`src/rtl/truth_table_pkg.sv`:
```
// -----------------------------------------------------------------------------
// truth_table_pkg
//
// Purpose : shared types and constants for the truth-table sweeper.
//           - state_e       : sweeper FSM states
//           - N_COMBOS      : number of input combinations of a 4-input function
//           - IDX_W         : width of the combination index
//           - CNT_W         : width of a bit count over a full table (0..16)
//           - SETTLE_W      : width of the settle counter (0..15 extra cycles)
//           - popcount_table: number of set bits in a 16-bit table
// Ports   : none (package).
// Config  : none.
// -----------------------------------------------------------------------------
package truth_table_pkg;

  localparam int N_COMBOS = 16;
  localparam int IDX_W    = 4;
  localparam int CNT_W    = 5;
  localparam int SETTLE_W = 4;

  typedef enum logic [1:0] {
    IDLE   = 2'd0,
    HOLD   = 2'd1,
    SAMPLE = 2'd2,
    FINISH = 2'd3
  } state_e;

  // Number of ones in a complete truth table; 5 bits so that 16 fits.
  function automatic logic [CNT_W-1:0] popcount_table(input logic [N_COMBOS-1:0] v);
    logic [CNT_W-1:0] n;
    n = '0;
    for (int i = 0; i < N_COMBOS; i++) begin
      n = n + CNT_W'(v[i]);
    end
    return n;
  endfunction

endpackage : truth_table_pkg

```
`src/rtl/truth_table_sweeper_index_counter.sv`:
```
// -----------------------------------------------------------------------------
// tt_index_counter
//
// Purpose : combination index and settle counter for the truth-table sweeper.
//           The settle counter runs up from 0 and saturates at SETTLE_CYCLES;
//           'settled' is high once it got there. 'advance' steps to the next
//           combination and restarts settling; 'clear' returns both counters
//           to 0 (start of a sweep, and the 15->0 wrap at the end of a sweep).
//
// Parameters:
//   SETTLE_CYCLES : extra hold cycles per combination (0..15)
//
// Ports:
//   clk     in   1      clock, rising edge
//   rst_n   in   1      synchronous active-low reset
//   clear   in   1      zero index and settle counter (has priority)
//   advance in   1      index+1, settle counter back to 0
//   idx     out  IDX_W  current combination index
//   settled out  1      settle counter has reached SETTLE_CYCLES
//   last    out  1      index is at the final combination (15)
// Config  : none.
// -----------------------------------------------------------------------------
module tt_index_counter
  import truth_table_pkg::*;
#(
  parameter int SETTLE_CYCLES = 0
) (
  input  logic             clk,
  input  logic             rst_n,
  input  logic             clear,
  input  logic             advance,
  output logic [IDX_W-1:0] idx,
  output logic             settled,
  output logic             last
);

  localparam logic [SETTLE_W-1:0] SETTLE_LIM = SETTLE_W'(SETTLE_CYCLES);
  localparam logic [IDX_W-1:0]    IDX_LAST   = IDX_W'(N_COMBOS - 1);

  logic [IDX_W-1:0]    idx_q, idx_d;
  logic [SETTLE_W-1:0] settle_q, settle_d;

  assign settled = (settle_q == SETTLE_LIM);
  assign last    = (idx_q == IDX_LAST);
  assign idx     = idx_q;

  always_comb begin
    idx_d    = idx_q;
    settle_d = settle_q;
    if (clear) begin
      idx_d    = '0;
      settle_d = '0;
    end else if (advance) begin
      idx_d    = idx_q + 1'b1;
      settle_d = '0;
    end else if (!settled) begin
      // Saturating: once settled the count stays put until the next
      // advance/clear, so it never wraps while the FSM sits in SAMPLE.
      settle_d = settle_q + 1'b1;
    end
  end

  always_ff @(posedge clk) begin
    if (!rst_n) begin
      idx_q    <= '0;
      settle_q <= '0;
    end else begin
      idx_q    <= idx_d;
      settle_q <= settle_d;
    end
  end

endmodule : tt_index_counter

```
`src/rtl/truth_table_sweeper.sv`:
```
// -----------------------------------------------------------------------------
// truth_table_sweeper
//
// Purpose : drives all 16 combinations of {a,b,c,d} into an external 4-input
//           combinational block, samples its response x for each and builds
//           the 16-bit truth table (bit i = x for combination i). Combination
//           i is presented as {a,b,c,d} = ~i, so the table columns match
//           a=00FF, b=0F0F, c=3333, d=5555.
//           Each combination is held SETTLE_CYCLES+1 cycles in HOLD, then x is
//           captured during one SAMPLE cycle. FINISH lasts one cycle and
//           drives the done pulse.
//
// Parameters:
//   SETTLE_CYCLES : extra hold cycles per combination before sampling (0..15)
//   EXPECTED      : reference table, only used when SWEEP_CHECK_EN is defined
//
// Ports:
//   clk          in   1   clock, rising edge
//   rst_n        in   1   synchronous active-low reset
//   start        in   1   begin a sweep (only looked at in IDLE)
//   x            in   1   response of the logic under test
//   a,b,c,d      out  1   stimulus to the logic under test
//   busy         out  1   high in HOLD/SAMPLE/FINISH
//   done         out  1   one-cycle pulse, table_out complete
//   table_out    out  16  captured truth table
//   mismatch     out  1   table differs from EXPECTED
//   mismatch_cnt out  5   number of differing table bits
//
// Config  : define SWEEP_CHECK_EN to build the compare against EXPECTED;
//           without it mismatch and mismatch_cnt are constant 0.
// -----------------------------------------------------------------------------
module truth_table_sweeper
  import truth_table_pkg::*;
#(
  parameter int                    SETTLE_CYCLES = 0,
  parameter logic [N_COMBOS-1:0]   EXPECTED      = 16'h0000
) (
  input  logic                clk,
  input  logic                rst_n,
  input  logic                start,
  input  logic                x,
  output logic                a,
  output logic                b,
  output logic                c,
  output logic                d,
  output logic                busy,
  output logic                done,
  output logic [N_COMBOS-1:0] table_out,
  output logic                mismatch,
  output logic [CNT_W-1:0]    mismatch_cnt
);

  state_e              state_q, state_d;
  logic [N_COMBOS-1:0] table_q, table_d;
  logic [3:0]          stim;

  logic [IDX_W-1:0]    idx;
  logic                settled;
  logic                last;
  logic                cnt_clear;
  logic                cnt_advance;

  tt_index_counter #(
    .SETTLE_CYCLES (SETTLE_CYCLES)
  ) u_index_counter (
    .clk     (clk),
    .rst_n   (rst_n),
    .clear   (cnt_clear),
    .advance (cnt_advance),
    .idx     (idx),
    .settled (settled),
    .last    (last)
  );

  // ---------------------------------------------------------------------------
  // Next state, table capture and Moore outputs
  // ---------------------------------------------------------------------------
  always_comb begin
    state_d     = state_q;
    table_d     = table_q;
    cnt_clear   = 1'b0;
    cnt_advance = 1'b0;
    busy        = 1'b1;
    done        = 1'b0;
    stim        = 4'b0000;

    unique case (state_q)
      IDLE: begin
        busy = 1'b0;
        if (start) begin
          state_d   = HOLD;
          cnt_clear = 1'b1;
          table_d   = '0;
        end
      end

      HOLD: begin
        stim = ~idx;
        if (settled) begin
          state_d = SAMPLE;
        end
      end

      SAMPLE: begin
        stim         = ~idx;
        table_d[idx] = x;
        if (last) begin
          // Index stays at 15 here; the wrap to 0 happens in FINISH.
          state_d = FINISH;
        end else begin
          cnt_advance = 1'b1;
          state_d     = HOLD;
        end
      end

      FINISH: begin
        done      = 1'b1;
        cnt_clear = 1'b1;
        state_d   = IDLE;
      end

      default: begin
        state_d = IDLE;
      end
    endcase
  end

  always_ff @(posedge clk) begin
    if (!rst_n) begin
      state_q <= IDLE;
      table_q <= '0;
    end else begin
      state_q <= state_d;
      table_q <= table_d;
    end
  end

  assign {a, b, c, d} = stim;
  assign table_out    = table_q;

  // ---------------------------------------------------------------------------
  // Optional compare against the reference table
  // ---------------------------------------------------------------------------
`ifdef SWEEP_CHECK_EN
  logic [CNT_W-1:0] live_cnt;
  logic [CNT_W-1:0] held_cnt_q, held_cnt_d;

  // The table is complete throughout FINISH, so the count is presented
  // combinationally alongside done and latched for the following IDLE.
  assign live_cnt = popcount_table(table_q ^ EXPECTED);

  always_comb begin
    held_cnt_d = held_cnt_q;
    if (state_q == IDLE && start) begin
      held_cnt_d = '0;
    end else if (state_q == FINISH) begin
      held_cnt_d = live_cnt;
    end
  end

  always_ff @(posedge clk) begin
    if (!rst_n) begin
      held_cnt_q <= '0;
    end else begin
      held_cnt_q <= held_cnt_d;
    end
  end

  assign mismatch_cnt = (state_q == FINISH) ? live_cnt : held_cnt_q;
  assign mismatch     = (mismatch_cnt != '0);
`else
  assign mismatch_cnt = '0;
  assign mismatch     = 1'b0;
`endif

endmodule : truth_table_sweeper

```
`config.mk`:
```
export PLATFORM = sky130hd
export DESIGN_NAME = truth_table_sweeper
export DESIGN_NICKNAME = d
export VERILOG_FILES = /design/src/rtl/truth_table_pkg.sv /design/src/rtl/truth_table_sweeper_index_counter.sv /design/src/rtl/truth_table_sweeper.sv
export SDC_FILE = /design/constraint.sdc
export NUM_CORES = 1
export LEC_CHECK = 0
export CORE_ASPECT_RATIO = 0.8
export CORE_MARGIN = 1
export CORE_UTILIZATION = 38
export DETAILED_ROUTE_END_ITERATION = 7
export DONT_BUFFER_PORTS = 1
export PLACE_DENSITY = 0.57
export SLEW_MARGIN = 20
export SYNTH_ARGS = -nofsm -noshare
export SYNTH_HDL_FRONTEND = slang
export SYNTH_HIERARCHICAL = 1
export SYNTH_SLANG_ARGS = --single-unit
```
`constraint.sdc`:
```
create_clock -name clk -period 1.6 [get_ports clk]
set_input_delay 0.24 -clock clk [delete_from_list [all_inputs] [get_ports clk]]
set_output_delay 0.24 -clock clk [all_outputs]
set_load 0.005 [all_outputs]
```
==> results of run 1 <==
## state kept, by name, summed over array words and instances (netlist names)
register,count
u_index_counter/settle_q,4
u_index_counter/idx,4
state_q,2
table_out,16
## power groups by stage
stage	Clock, mW	Combinational [mW]	Sequential (mW)
2_1_floorplan	0	0.303	0.694
3_3_place_gp	0	0.373	0.686
3_5_place_dp	0	0.381	0.688
4_1_cts	0.565	0.384	0.676
5_1_grt	0.596	0.465	0.677
6_report	0.551	0.422	0.674
## worst register-to-register path, cell delays in order, from the launching register on
cell and delay, ns:
dfxtp_4 0.35, buf_4 0.14, ha_1 0.20, a21oi_1 0.16, nor2_1 0.06, nand2b_4 0.16
or2_2 0.32, nor3_2 0.12
## Yosys cell counts (all sizes together) (2+ instances only)
master   instances
o211ai           8
nand2b           6
nor2b            5
nor2            11
xnor2            3
mux2i            3
nand4b           3
inv             18
and3             2
nand2            3
xor2             3
a22oi           12
o22ai           12
a21oi            2
nand3            6
buf             15
a311oi           2
nand4            4
or2              2
dfxtp           26
or4b             3
nand4bb          5
and2             2
ha               9
## layer usage
metal | track usage (%) | share of wire [%] | up-vias
met3 | 5.952 | 6.1 | 2
met1 | 22.26 | 48 | 574
met2 | 26.98 | 45 | 33
met5 | 0 | 0 | -
met4 | 3.571 | 0.27 | 0
li1 | - | - | 616
## cell families (layout without fill, tap and decap cells)
kind of cell / count (synthesis) / count (layout) / share of synthesized area, %
other cells: 1 / 6 / 0.2425
compound gates: 37 / 37 / 16.99
xor+xnor: 6 / 6 / 3.399
mux: 3 / 3 / 2.184
fa+ha+maj: 9 / 9 / 7.282
simple gates: 56 / 56 / 24.19
buf+inv: 34 / 35 / 12.06
flops: 26 / 26 / 33.66
## what timing repair did
action,in CTS,in global routing
endpoints found under the setup margin,8,18
pin swaps,0,2
setup buffers,0,3
gates cloned,0,0
resized for setup,3,6
## path summary, 6_finish.rpt
path	end	slack (ns)
min	u_index_counter/idx[2]	0.11
max reg2reg	u_index_counter/settle_q[2]	0.02
max	u_index_counter/settle_q[2]	0.02
min reg2reg	table_out[1]	0.48
## per-stage QoR
step	utilization, %	area, um2	power, mW
floorplan	-	1565	0.9968
global placement	41.59	1603	1.059
detailed placement	41.59	1603	1.070
CTS	43.54	1678	1.624
global route	44.97	1733	1.738
finish	44.97	1733	1.647
## layout make-up
type / count / share of cell area (%)
timing repair buffer: 13 / 6.354
inverter: 18 / 3.899
clock buffer: 3 / 2.383
sequential: 26 / 30.32
clock inverter: 1 / 1.733
multi-input combinational: 117 / 51.34
tap: 55 / 3.971
==> qor.yml, run 1 <==
status:
  outcome: "completed"
critical_path:
  cp_data_arrival_time_ns: 1.79
  setup.worst_path.start: "state_q[1]"
  path_buf_inv: 1
  r2r_start: "state_q[1]"
  cp-start-kind: "flop"
  cp-end-kind: "flop"
  crit_family: "simple AND/OR/NAND/NOR gates"
  slowest_stage: "dfxtp_4"
  worstRegToRegCells: 7
  slowest_delay_ns: 0.35
  path_cells: "buf_4 > ha_1 > a21oi_1 > nor2_1 > nand2b_4 > or2_2 > nor3_2"
  worstSetupPathDepth: 7
  cp.required_ns: 1.81
  criticalPathCategory: "flop to flop"
  crit_fanout: 5
clock_tree:
  numCtsBuffers: 3
  cts_buffer_depth: 2
  holdBufCountCts: 0
  clk_latency_ns: 0.27
  root_buffer: "clkbuf_8"
  clock-sinks: 26
  cts_tree: "done"
  clk_pin_slew_ns: 0.09
  htreeDepth: 1
grt:
  grt_pass1_wl_um: 5582
  grt_max_degree: 24
  grt_usage_pct: 16.93
  grt_pass1_vias: 1144
  grt_overflow: 0
  antenna_found_initial: 0
sta:
  min_period_over_period_pct: 98.60
  setup_viol: 0
  clock-skew-final_ns: 0.004427
  setup_ws_ns: 0.02244
  hold_viol: 0
  setup_tns_ns: 0
  fmax_mhz: 633.9
  final_max_slew_viol_count: 0
  min_period_ns: 1.578
  holdWs_ns: 0.1119
synth:
  synth_top_area_cell: "dfxtp_1"
  synth_async_sr_flop_share_pct: 0
  syn_area_um2: 1546
  synthCells: 172
  synth-main-ff-cell: "dfxtp_1"
  synth_edf_count: 0
  ys_ff_latch: 26
  ys_warn_count: 6
  yosysUniqueCellTypes: 39
  synth_area_leaders: "dfxtp_1 34%, ha_1 7.3%, a22oi_1 5.8%"
  ys_seq_area_share_pct: 33.66
  syn_area_per_cell_um2: 8.991
  synth_top_area_share_pct: 33.66
pwr:
  p_leak_nw: 0.6209
  p_seq_share_pct: 40.9
  switchingPower_mw: 0.4515
  ir_drop_mv: 0.3351
  comb_power_share_pct: 25.6
  clockPowerShare_pct: 33.5
  p_sw_share_pct: 27.41
  pwr_density_cell_nw_per_um2: 950.5
  intPower_mw: 1.196
final_layout:
  drive_gt1_share_pct: 18.54
  regArea_um2: 525.5
  final_cell_mix: "24 x dfxtp_1, 17 x inv_1, 12 x o22ai_1, 12 x buf_4"
  fill_cells: 395
  num-nets-final: 192
  layout_commonest_cell: "dfxtp_1"
  n_antenna_cell: 0
  multi_input_area_um2: 889.6
  synthToLayoutAreaGrowth_pct: 12.05
  finalNonFillerCells: 233
job:
  cap_violations: 0
drt:
  vias: 1225
  drtAntennaViolNets: 0
  drc: 0
  routed_via_density: 5.258
  drt_pass1_iterations: 4
  drt-total-wl_um: 3325
  drt-initial-drc-count: 52
  wl_per_cell_um: 14.27
hold_path:
  holdPathStages: 2
  hold_path_startpoint: "rst_n"
  hold_class: "input port to flop"
die:
  dieArea_um2: 4331
  design.core.area_um2: 3854
  rows: 20
  start_util_pct: 40.13
  die-height_um: 59.06
  fp.dieW_um: 73.33
  io_pins: 32
placed_design:
  dpl.hpwl_um: 2395
  place_ws_ns: 0.01228
  portBuffers: 0
  place_congestion: 0.7884
  placed_cells: 226
Power figures use the tool's default switching activity.
==> run 2, diff against run 1 <==
--- a/config.mk
+++ b/config.mk
@@ -14,5 +14,4 @@
 export SLEW_MARGIN = 20
 export SYNTH_ARGS = -nofsm -noshare
 export SYNTH_HDL_FRONTEND = slang
-export SYNTH_HIERARCHICAL = 1
 export SYNTH_SLANG_ARGS = --single-unit
==> run 2 against run 1 <==
Net effect:
- critical endpoint is now state_q[0]
- routed wire length increased by 12%
- cell area increased by 1.1%
- sequential share of layout area decreased by 0.25 points
- worst hold slack got worse by 0.011 ns
==> qor.yml, run 2 <==
pwr:
  intPower_mw: 1.281
  switchingPower_mw: 0.5829
  clockPowerShare_pct: 29.9
  comb_power_share_pct: 33.6
  p_seq_share_pct: 36.6
  p_sw_share_pct: 31.27
  ir_drop_mv: 0.6857
  p_total_mw: 1.864
  p_leak_nw: 0.6134
  pwr_density_cell_nw_per_um2: 1064
critical_path:
  cp.required_ns: 1.76
  cp-end-kind: "flop"
  worstRegToRegCells: 5
  criticalPathCategory: "flop to flop"
  crit_fanout: 4
  cp_data_arrival_time_ns: 1.71
  cp-start-kind: "flop"
  setup.worst_path.start: "u_index_counter.settle_q[0]"
  r2r_start: "u_index_counter.settle_q[0]"
die:
  rows: 20
  dieArea_um2: 4225
  die-height_um: 58.34
  fp.dieW_um: 72.43
  io_pins: 32
  start_util_pct: 39.64
  design.core.area_um2: 3804
grt:
  grt_overflow: 0
  grt_pass1_wl_um: 6065
  grt_max_degree: 30
  antenna_found_initial: 0
  grt_pass1_vias: 1279
  grt_usage_pct: 18.73
placed_design:
  placed_cells: 233
  dpl.hpwl_um: 2607
  place_congestion: 0.8368
  portBuffers: 0
sta:
  final_max_slew_viol_count: 0
  fmax_mhz: 642.8
  setup_viol: 0
  min_period_over_period_pct: 97.23
  clock-skew-final_ns: 0.005899
  hold_viol: 0
  rsz0062_at_grt: "false"
  min_period_ns: 1.556
synth:
  synth.most_common_cell: "dfxtp_1"
  muxShareOfSynthArea_pct: 0.9129
  syn_area_per_cell_um2: 8.376
  synthAdderAreaFrac_pct: 9.129
  ys_top_cells_by_count: "26 x dfxtp_1, 22 x a21oi_1, 20 x nand2_1, 15 x o22ai_1, 11 x ha_1"
  synth_xor_xnor_area_share_pct: 1.743
  ys_seq_area_share_pct: 34.52
  synth-main-ff-cell: "dfxtp_1"
  synth_area_leaders: "dfxtp_1 35%, ha_1 9.1%, a21oi_1 7.3%"
  synth_edf_count: 0
  synthCells: 180
  synth_top_area_cell: "dfxtp_1"
  synthSimpleGateAreaFrac_pct: 23.49
  synth_top_family_by_area: "simple AND/OR/NAND/NOR gates"
  synth_compound_area_share_pct: 21.33
  yosysUniqueCellTypes: 36
  syn_area_um2: 1508
  ys_warn_count: 0
  synth_top_area_share_pct: 34.52
  ys_ff_latch: 26
  synth_async_sr_flop_share_pct: 0
final_layout:
  fill_cells: 376
  multi_input_area_um2: 933.4
  drive_gt1_share_pct: 18.48
  largest_reg_flops: 16
  finalNonFillerCells: 239
  synthToLayoutAreaGrowth_pct: 16.18
  regArea_um2: 526.8
  layout_commonest_cell: "dfxtp_1"
  n_antenna_cell: 0
  final_cell_mix: "23 x dfxtp_1, 21 x a21oi_1, 20 x nand2_1, 15 x o22ai_1, 10 x buf_4"
  num-nets-final: 200
clock_tree:
  holdBufCountCts: 0
  clk_latency_ns: 0.28
  clk_pin_slew_ns: 0.10
  root_buffer: "clkbuf_8"
  cts_buffer_depth: 2
  htreeDepth: 1
  numCtsBuffers: 3
  clock-sinks: 26
  cts_tree: "done"
status:
  outcome: "completed"
drt:
  routed_via_density: 5.485
  drt-total-wl_um: 3724
  drt_pass1_iterations: 4
  drtAntennaViolNets: 0
  wl_per_cell_um: 15.58
  drt-initial-drc-count: 62
  vias: 1311
  drc: 0
hold_path:
  hold_path_startpoint: "rst_n"
  hold_class: "input port to flop"
  holdPathStages: 1
job:
  cap_violations: 0
run 2: cell count changes after synthesis, moves of 6 or more:
cell / delta
a21oi_1: +20
a22oi_1: -12
buf_4: -6
inv_1: -9
nand2_1: +17
nand3b_1: +9
nor2_1: -9
o211ai_1: -8
run 2: worst paths after layout:
check | endpoint | slack [ns]
setup / recovery | state_q[0] | 0.04
hold / removal | state_q[1] | 0.10
setup reg to reg | state_q[0] | 0.04
hold reg to reg | table_out[8] | 0.48
run 2: area by class of cell:
type / count / area share, %
inverter: 9 / 2.071
clock inverter: 1 / 1.714
clock buffer: 3 / 2.357
timing repair buffer: 12 / 6.571
sequential: 26 / 30.07
multi-input combinational: 133 / 53.29
tap: 55 / 3.929
run 2: kinds of logic after synthesis:
kind of cell,after synthesis
simple gates,63
compound gates,49
flops,26
buf+inv,26
fa+ha+maj,11
xor+xnor,3
other cells,1
mux,1
run 2: timing repair:
| item | CTS | global route |
|---|---|---|
| gates resized for setup | 4 | 17 |
| pin swaps | 3 | 5 |
| setup buffers | 0 | 2 |
| setup endpoints to repair | 21 | 26 |
| endpoints found under the hold margin | 0 | 0 |
run 2: layer usage:
| metal | GRT usage [%] | part of all wire, % | vias up |
|---|---|---|---|
| li1 | - | - | 644 |
| met1 | 24.04 | 47 | 634 |
| met2 | 30.17 | 46 | 29 |
| met3 | 5.822 | 5.3 | 4 |
| met4 | 6.162 | 0.86 | 0 |
| met5 | 0 | 0 | - |
run 2: worst max-delay path, cell delays in order (launching register included):
cell and delay, ns:
dfxtp_4 0.37, inv_4 0.06, ha_4 0.12, or3b_4 0.41, a2111oi_4 0.40, a211oi_2 0.07
run 2: power by group through the flow:
stage | logic [mW] | clock network, mW | registers, mW
floorplan | 0.398 | 0 | 0.696
global placement | 0.499 | 0 | 0.695
detailed placement | 0.514 | 0 | 0.697
CTS | 0.543 | 0.558 | 0.683
global route | 0.676 | 0.588 | 0.684
finish | 0.626 | 0.557 | 0.682
run 2: through the flow:
stage / instance area (um2) / setup slack, ns / hold WS (ns) / TNS, ns / util, %
global route: 1752 / 0.009556 / 0.1023 / 0 / 46.05
floorplan: 1526 / 0.07824 / 0.3945 / 0 / -
CTS: 1665 / 0.003306 / 0.1011 / 0 / 43.78
finish: 1752 / 0.04426 / 0.1011 / 0 / 46.05
detailed placement: 1574 / -0.07098 / 0.3970 / -0.5951 / 41.38
global placement: 1574 / 0.001750 / 0.4000 / 0 / 41.38
==> run 3, diff against run 2 <==
--- a/config.mk
+++ b/config.mk
@@ -8,9 +8,10 @@
 export CORE_ASPECT_RATIO = 0.8
 export CORE_MARGIN = 1
 export CORE_UTILIZATION = 38
+export CTS_BUF_LIST = sky130_fd_sc_hd__clkbuf_8
 export DETAILED_ROUTE_END_ITERATION = 7
 export DONT_BUFFER_PORTS = 1
-export PLACE_DENSITY = 0.57
+export PLACE_DENSITY_LB_ADDON = 0.25
 export SLEW_MARGIN = 20
 export SYNTH_ARGS = -nofsm -noshare
 export SYNTH_HDL_FRONTEND = slang
==> run 3 against run 2 <==
Net effect:
- fmax grew 0.32%
- setup slack gained 0.0050 ns
- sequential power is essentially flat
- first-iteration DRC count grew 29%
==> qor.yml, run 3 (synthesis results as in run 2) <==
status:
  outcome: "completed"
die:
  fp.dieW_um: 72.43
  start_util_pct: 39.64
  rows: 20
  die-height_um: 58.34
  dieArea_um2: 4225
  design.core.area_um2: 3804
  io_pins: 32
critical_path:
  r2r_start: "u_index_counter.settle_q[0]"
  cp-end-kind: "flop"
  cp.required_ns: 1.76
  cp-start-kind: "flop"
  setup.worst_path.start: "u_index_counter.settle_q[0]"
  cp_data_arrival_time_ns: 1.71
  criticalPathCategory: "flop to flop"
  crit_fanout: 4
  reg2reg_to: "state_q[1]"
  critPathCapture: "state_q[1]"
  worstRegToRegCells: 5
  reg2reg_slack_ns: 0.05
grt:
  antenna_found_initial: 0
  grt_usage_pct: 17.28
  grt_max_degree: 30
  grt_pass1_wl_um: 5616
  grt_overflow: 0
  grt_pass1_vias: 1231
clock_tree:
  clock-sinks: 26
  htreeDepth: 1
  numCtsBuffers: 3
  cts_buffer_depth: 2
  holdBufCountCts: 0
  root_buffer: "clkbuf_8"
  clk_pin_slew_ns: 0.10
  clk_latency_ns: 0.28
  cts_tree: "done"
final_layout:
  n_antenna_cell: 0
  finalNonFillerCells: 241
  final_cell_mix: "24 x dfxtp_1, 21 x a21oi_1, 20 x nand2_1, 15 x o22ai_1, 12 x buf_4"
  synthToLayoutAreaGrowth_pct: 15.02
  drive_gt1_share_pct: 17.20
  num-nets-final: 202
  largest_reg_flops: 16
  layout_commonest_cell: "dfxtp_1"
sta:
  fmax_mhz: 644.9
  setup_viol: 0
  min_period_ns: 1.551
  setup_tns_ns: 0
  hold_viol: 0
  min_period_over_period_pct: 96.92
  final_max_slew_viol_count: 0
  rsz0062_at_grt: "true"
  clock-skew-final_ns: 0.01067
placed_design:
  placed_cells: 236
  portBuffers: 0
  dpl.hpwl_um: 2592
  place_congestion: 0.8044
pwr:
  p_leak_nw: 0.6196
  ir_drop_mv: 0.5002
  p_total_mw: 1.841
  pwr_density_cell_nw_per_um2: 1062
drt:
  drt-initial-drc-count: 80
  drt-total-wl_um: 3513
  wl_per_cell_um: 14.58
  drc: 0
  drtAntennaViolNets: 0
  vias: 1273
  routed_via_density: 5.282
  drt_pass1_iterations: 4
hold_path:
  holdPathStages: 2
  hold_class: "input port to flop"
job:
  cap_violations: 0
-- run 3: cell types whose count changed in the layout (fill, tap and decap cells not counted), sizes merged --
cell / change
buf: +2
-- run 3: timing repair --
item / in CTS / in global routing
pin swaps: 1 / 4
setup endpoints to repair: 17 / 28
resized for setup: 3 / 9
gates cloned: 0 / 0
buffers inserted: 0 / 1
-- run 3: where the power goes --
group          internal, mW  switching [mW]  leakage [nW]
clock                 0.335           0.213        0.0357
sequential            0.666          0.0166         0.211
combinational         0.276           0.336         0.373
total                  1.28           0.565         0.620
-- run 3: cell type report --
type / instances / area (um2)
fillers: 385 / 2069
clock buffers: 3 / 41.29
multi-input cells: 133 / 912.1
repair buffers: 14 / 125.1
flip-flops and latches: 26 / 523.0
well taps: 55 / 68.82
clock inverters: 1 / 30.03
inverters: 9 / 33.78
-- run 3: worst min path at each step --
stage / startpoint / to / slack [ns]
after floorplan: rst_n / state_q[0] / 0.39
after global placement: rst_n / table_out[4] / 0.40
after detailed placement: rst_n / state_q[1] / 0.40
after CTS: rst_n / table_out[4] / 0.10
after global routing: rst_n / state_q[1] / 0.10
final: rst_n / table_out[4] / 0.11
-- run 3: worst max-delay path, cell delays in order, from the launching register on --
cell and delay (ns):
dfxtp_2 0.35, inv_2 0.06, ha_1 0.16, or3b_4 0.43, a21o_1 0.23, o221a_1 0.21
-- run 3: metrics by stage --
stage	setup slack (ns)	hold slack (ns)	utilization (%)	area, um2
CTS	0.01556	0.1048	44.31	1685
global route	-0.006062	0.1037	45.59	1734
finish	0.04928	0.1095	45.59	1734
detailed placement	-0.05291	0.3963	41.97	1597
floorplan	0.07824	0.3945	-	1526
global placement	0.01870	0.4009	41.97	1597
-- run 3: per-layer routing --
layer / wire length, um / GRT usage [%] / share of wire, % / up-vias
met4: 16 / 2.801 / 0.46 / 0
met1: 1696 / 21.75 / 48 / 596
met3: 228 / 6.164 / 6.5 / 2
li1: - / - / - / 645
met5: 0 / 0 / 0 / -
met2: 1572 / 29.11 / 45 / 30
